File: src/rtl/clock_domain_pkg.sv
// Shared definitions for the clock-domain export path: FSM state codes, the
// requester-index width helper and the default ack-wait limit.
package clock_domain_pkg;

  localparam int unsigned DefaultTimeout = 1024;

  typedef logic [1:0] state_t;

  localparam state_t StIdle = 2'd0;
  localparam state_t StLoad = 2'd1;
  localparam state_t StWait = 2'd2;

  function automatic int unsigned id_width(input int unsigned n);
    return (n > 1) ? $clog2(n) : 1;
  endfunction

endpackage

File: src/rtl/sync_2ff.sv
// Two-flop synchronizer for a single-bit signal entering this clock domain.
// Both flops clear on synchronous active-low reset.
module sync_2ff (
  input  logic clk,
  input  logic rst_n,
  input  logic d,
  output logic q
);

  logic meta_q, sync_q;

  always_ff @(posedge clk) begin
    if (!rst_n) begin
      meta_q <= 1'b0;
      sync_q <= 1'b0;
    end else begin
      meta_q <= d;
      sync_q <= meta_q;
    end
  end

  assign q = sync_q;

endmodule

File: src/rtl/clock_domain_export_arbiter.sv
// Round-robin front end sharing one toggle-handshake crossing among NREQ requesters.
// Optional ack-wait timeout flag is built when CLOCK_DOMAIN_ARB_TIMEOUT_EN is defined.
module clock_domain_export_arbiter
  import clock_domain_pkg::*;
#(
  parameter int unsigned SIZE    = 8,
  parameter int unsigned NREQ    = 4,
  parameter int unsigned TIMEOUT = DefaultTimeout,
  localparam int unsigned IDW    = id_width(NREQ)
) (
  input  logic                 clk,
  input  logic                 rst_n,
  input  logic [NREQ-1:0]      req_valid,
  input  logic [NREQ*SIZE-1:0] req_data,
  output logic [NREQ-1:0]      req_ready,
  output logic                 busy,
  output logic [IDW+SIZE-1:0]  handshake_data,
  output logic                 handshake_req,
  input  logic                 handshake_ack,
  output logic                 err_timeout
);

  if (NREQ < 2 || NREQ > 16 || TIMEOUT == 0) begin : g_param_check
    $error("clock_domain_export_arbiter: NREQ must be 2..16 and TIMEOUT nonzero");
  end

  logic ack_s;

  sync_2ff u_ack_sync (
    .clk   (clk),
    .rst_n (rst_n),
    .d     (handshake_ack),
    .q     (ack_s)
  );

  state_t              state_q, state_d;
  logic [IDW-1:0]      prio_q, prio_d;
  logic [NREQ-1:0]     ready_q, ready_d;
  logic [IDW+SIZE-1:0] data_q, data_d;
  logic                hs_req_q, hs_req_d;
  logic [1:0]          settle_q;

  logic [SIZE-1:0] words [NREQ];
  logic            found;
  logic [IDW-1:0]  win;
  logic [IDW:0]    idx;

  for (genvar g = 0; g < NREQ; g++) begin : g_words
    assign words[g] = req_data[g*SIZE +: SIZE];
  end

  // First valid requester at or above prio, wrapping past NREQ-1.
  always_comb begin
    found = 1'b0;
    win   = '0;
    idx   = '0;
    for (int unsigned k = 0; k < NREQ; k++) begin
      idx = {1'b0, prio_q} + (IDW+1)'(k);
      if (idx >= (IDW+1)'(NREQ)) idx = idx - (IDW+1)'(NREQ);
      if (!found && req_valid[idx[IDW-1:0]]) begin
        found = 1'b1;
        win   = idx[IDW-1:0];
      end
    end
  end

  always_comb begin
    state_d  = state_q;
    prio_d   = prio_q;
    ready_d  = '0;
    data_d   = data_q;
    hs_req_d = hs_req_q;
    case (state_q)
      StIdle: begin
        // settle_q holds off grants until the synchronizer has refilled after
        // reset, so a peer still showing ack=1 cannot be mistaken for ack=0.
        if (settle_q[1] && ack_s == hs_req_q && found) begin
          ready_d[win] = 1'b1;
          data_d       = {win, words[win]};
          prio_d       = (win == IDW'(NREQ-1)) ? '0 : win + 1'b1;
          state_d      = StLoad;
        end
      end
      StLoad: begin
        hs_req_d = ~hs_req_q;
        state_d  = StWait;
      end
      StWait: begin
        if (ack_s == hs_req_q) state_d = StIdle;
      end
      default: state_d = StIdle;
    endcase
  end

  always_ff @(posedge clk) begin
    if (!rst_n) begin
      state_q  <= StIdle;
      prio_q   <= '0;
      ready_q  <= '0;
      data_q   <= '0;
      hs_req_q <= 1'b0;
      settle_q <= '0;
    end else begin
      state_q  <= state_d;
      prio_q   <= prio_d;
      ready_q  <= ready_d;
      data_q   <= data_d;
      hs_req_q <= hs_req_d;
      settle_q <= {settle_q[0], 1'b1};
    end
  end

  assign req_ready      = ready_q;
  assign busy           = (state_q != StIdle);
  assign handshake_data = data_q;
  assign handshake_req  = hs_req_q;

`ifdef CLOCK_DOMAIN_ARB_TIMEOUT_EN
  localparam int unsigned CntW = $clog2(TIMEOUT + 1);

  logic [CntW-1:0] cnt_q, cnt_d;
  logic            err_q, err_d;

  // Counter saturates at TIMEOUT; the flag is sticky and never aborts the wait.
  always_comb begin
    cnt_d = cnt_q;
    err_d = err_q;
    if (state_q == StLoad) begin
      cnt_d = '0;
    end else if (state_q == StWait && cnt_q != CntW'(TIMEOUT)) begin
      cnt_d = cnt_q + 1'b1;
      if (cnt_d == CntW'(TIMEOUT)) err_d = 1'b1;
    end
  end

  always_ff @(posedge clk) begin
    if (!rst_n) begin
      cnt_q <= '0;
      err_q <= 1'b0;
    end else begin
      cnt_q <= cnt_d;
      err_q <= err_d;
    end
  end

  assign err_timeout = err_q;
`else
  assign err_timeout = 1'b0;
`endif

endmodule

File: config.mk
export PLATFORM = sky130hd
export DESIGN_NAME = clock_domain_export_arbiter
export DESIGN_NICKNAME = d
export VERILOG_FILES = /design/src/rtl/clock_domain_pkg.sv /design/src/rtl/sync_2ff.sv /design/src/rtl/clock_domain_export_arbiter.sv
export SDC_FILE = /design/constraint.sdc
export NUM_CORES = 1
export LEC_CHECK = 0
export BUFFER_PORTS_ARGS = -buffer_cell sky130_fd_sc_hd__buf_4
export CORE_ASPECT_RATIO = 1.75
export CORE_UTILIZATION = 48
export DETAILED_ROUTE_END_ITERATION = 8
export PLACE_DENSITY = 0.84
export SLEW_MARGIN = 40
export SYNTH_ARGS = -nofsm -noshare
export SYNTH_HDL_FRONTEND = slang
export SYNTH_HIERARCHICAL = 1
export SYNTH_SLANG_ARGS = --single-unit
export TNS_END_PERCENT = 50
File: constraint.sdc
create_clock -name clk -period 4 [get_ports clk]
set_input_delay 0.6 -clock clk [delete_from_list [all_inputs] [get_ports clk]]
set_output_delay 0.6 -clock clk [all_outputs]
set_load 0.01 [all_outputs]
==> out/results.txt <==
M1 GR Usage: 0.182
Final period utilization: 0.466
Count leader, synth: dfxtp_1
Fraction of registers with async set or reset after synthesis: 0
Worst flop-to-flop path endpoint: prio_q[1]
Category of the most critical setup path: primary input to flop
Global-route met2 utilization: 0.410
Combinational Power Share: 0.244
Worst r2r src: prio_q[0]
Outcome: finished, final reports clean
Data arrival time at the worst-slack endpoint: 2.02 ns
Clock tree skew after final layout: 0.00528 ns
Kind of path behind the tightest hold check: flop to flop
Top-Level Pins: 56
Peak-usage layer in the global routing report: met2
Number of storage elements in the synthesis netlist: 23
Clock group share of total power: 0.267
Share of post-route cells with drive strength above 1: 0.407
CP Max Fanout: 21
Die span in y: 66.3 microns
Static power due to leakage: 0.794 nW
Clock latency reported for the late side of the worst-skew pair: 0.25 ns
Power density over cell area: 324 nW/um^2
Wire length of the first global-routing pass: 3780 microns
Pre-CTS setup slack: 1.85 ns
Element type at the critical path start: primary input
CTS resizes: 0
Reg2reg setup slack: 2.27 ns
Number of slew-limit violations in the final report: 0
Met3 usage in global routing: 0.0438
Root Driver: clkbuf_8
Post-detailed-route via-to-cell ratio: 5.45
Hold Violations, Final: 0
Overall via count from detail_route: 1,019
Prevailing post-synth register cell: dfxtp_1
Worst hold path stage count: 1
Weighted congestion reported at the end of routability-driven placement: 0.743
Width of the chip: 38.7 microns
HPWL after detailed placement: 1960 microns
Syn_nets: 153
Core area: 2270 sq um
Worst Slack Setup Final: 2.14 ns
Total number of clock tree sinks: 23
Number of non-filler instances in the completed layout: 187
Final net count: 206
Number of design rule violations left after detail routing: 0
Proportion of total power due to net switching: 0.255
Die Footprint: 2570 sq um
Top-area cell type share of the netlist area: 0.406
Level count of the clock H-tree: 1
Transition at the pin with the smallest max-transition slack: 0.531 ns
Largest net degree at the start of global routing: 26
Gate count of the mapped netlist: 110
Highest attainable clock frequency: 0.536 GHz
Number of global-route vias before repair: 961
Final wirelength: 2450 microns
Instance count after placement with tap cells included: 183
Source of the critical timing path: req_valid[2]
Top cells by area, synth: dfxtp_1 (41%), mux2i_1 (14%), o221ai_1 (6.2%)
Clock tree buffer depth: 2
Count of synthesis-stage warnings from yosys: 6
Congestion Overflow GR: 0
Relative contribution of sequential cells to total power: 0.489
Number of distinct library cells after synthesis: 31
Final standard cell utilization of the core: 0.692
Initial antenna violation count: 0
Average wire per standard cell: 13.1 microns
Post-DRT Antenna Nets: 0
Clock Pin Slew Worst Setup and Hold Paths: 0.08 ns
Number of buffers inserted during clock tree synthesis: 3
Library cell with the largest summed area after synthesis: dfxtp_1
Int Pwr: 0.380 mW
Crit-path max cell delay: 0.56 ns
Max stage delay cell, worst path: a211o_2
Maximum vdd drop: 0.264 mV
Cell row count: 23
ANT cells: 0
Area growth from synthesis to final layout: 38.9%
Netlist area before placement: 1130 sq um
Number of max-cap violations: 0
Pre-Repair DR Iteration Count: 4
Unrepaired setup endpoints after global routing: no
Remaining max-slew budget at the tightest pin: 0.646
Effective utilization at floorplan: 0.499
Most used standard cells in the synthesized netlist: dfxtp_1 (23), mux2i_1 (16), nand3_1 (8), o221ai_1 (8), and2_1 (5)
Drt first-iter violations: 34
Global-route total usage across every layer: 0.205
Clock tree from TritonCTS: done
Summed negative setup slack over all endpoints: 0 ns
Number of synthesized flops with an enable pin: 0
Kind of end point of the critical path: flop
Setup fix buffers added after clock tree synthesis: 0
Quantity of hold-fixing buffers added after cts: 0
Port bufs: 54
Worst path cell trace: buf_4 -> nor2b_4 -> a21o_1 -> a211o_2 -> inv_2 -> ha_1 -> nand2_1 -> a21boi_1
Average instance area after synthesis: 10.3 sq um
Fraction of the yosys area taken by sequential cells: 0.406
Switching power total: 0.130 mW
Termination of the worst setup path: prio_q[1]
Req. time, crit path: 4.15 ns
Register-to-Register Path Depth: 7
Minimum clock period after layout: 1.86 ns
Number of endpoints failing setup at the final stage: 0
-- per-layer routing --
| layer | routed length (microns) | up-vias |
|---|---|---|
| li1 | - | 501 |
| met1 | 899 | 473 |
| met2 | 1390 | 43 |
| met3 | 129 | 2 |
| met4 | 23 | 0 |
| met5 | 0 | - |
-- registers in the layout, indices dropped and copies added, names as in the netlist --
register           cells
handshake_data        10
req_ready              4
prio_q                 2
settle_q               2
state_q                2
handshake_req          1
u_ack_sync/meta_q      1
u_ack_sync/q           1
-- power groups by stage --
stage	Combinational (mW)	Sequential (mW)	Clock (mW)
floorplan	0.0718	0.258	0
global placement	0.122	0.255	0
detailed placement	0.126	0.255	0
CTS	0.126	0.250	0.140
global route	0.136	0.251	0.152
finish	0.125	0.250	0.136
-- kinds of logic (layout without fill, tap and decap cells) --
family          after synthesis  in the layout  synth area share
compound gates               20             20             0.158
simple gates                 34             34             0.181
fa+ha+maj                     4              4            0.0442
mux                          16             16             0.141
buf+inv                      10             62            0.0508
xor+xnor                      2              2            0.0155
flops                        23             23             0.406
other cells                   1              1           0.00331
-- final cells by class --
cell class	instances	area, sq um
fill	181	699
multi-input combinational	77	617
sequential	23	460
timing repair buffer	54	405
clock buffer	4	45.0
tap	25	31.3
inverter	4	15.0
-- critical path: cells and delay by family --
kind / cells / cell delay (ns)
buffers and inverters: 2 / 0.25
adders and majority gates: 1 / 0.23
AOI/OAI and AO/OA: 3 / 0.76
and+or+nand+nor: 2 / 0.18
-- per-stage QoR --
step / power (mW) / area (sq um) / hold WS (ns)
detailed placement: 0.381 / 1530 / 0.428
global placement: 0.377 / 1530 / 0.417
CTS: 0.516 / 1570 / 0.446
finish: 0.510 / 1570 / 0.442
floorplan: 0.330 / 1130 / 0.412
global route: 0.539 / 1570 / 0.456
-- placed cells by master, fill, tap and decap left out, types with 2 or more instances in the layout --
master,n
nand3_2,3
ha_1,4
a21oi_1,2
buf_4,54
nand2_1,4
clkbuf_8,3
mux2i_1,16
xnor2_1,2
nor2_1,3
o221ai_1,8
inv_2,2
and3_1,4
a21boi_1,2
a21o_1,2
nor2b_1,3
nand3_1,8
inv_1,2
and2_1,5
nand2b_1,2
dfxtp_1,23
-- worst min path at each step --
stage                 startpoint      endpoint  slack, ns
2_1_floorplan  u_ack_sync/meta_q  u_ack_sync/q       0.41
3_3_place_gp         settle_q[0]   settle_q[1]       0.42
3_5_place_dp         settle_q[0]   settle_q[1]       0.43
4_1_cts              settle_q[0]   settle_q[1]       0.45
5_1_grt        u_ack_sync/meta_q  u_ack_sync/q       0.46
6_report             settle_q[0]   settle_q[1]       0.44
Note: power is estimated with default switching activity, not from simulation.
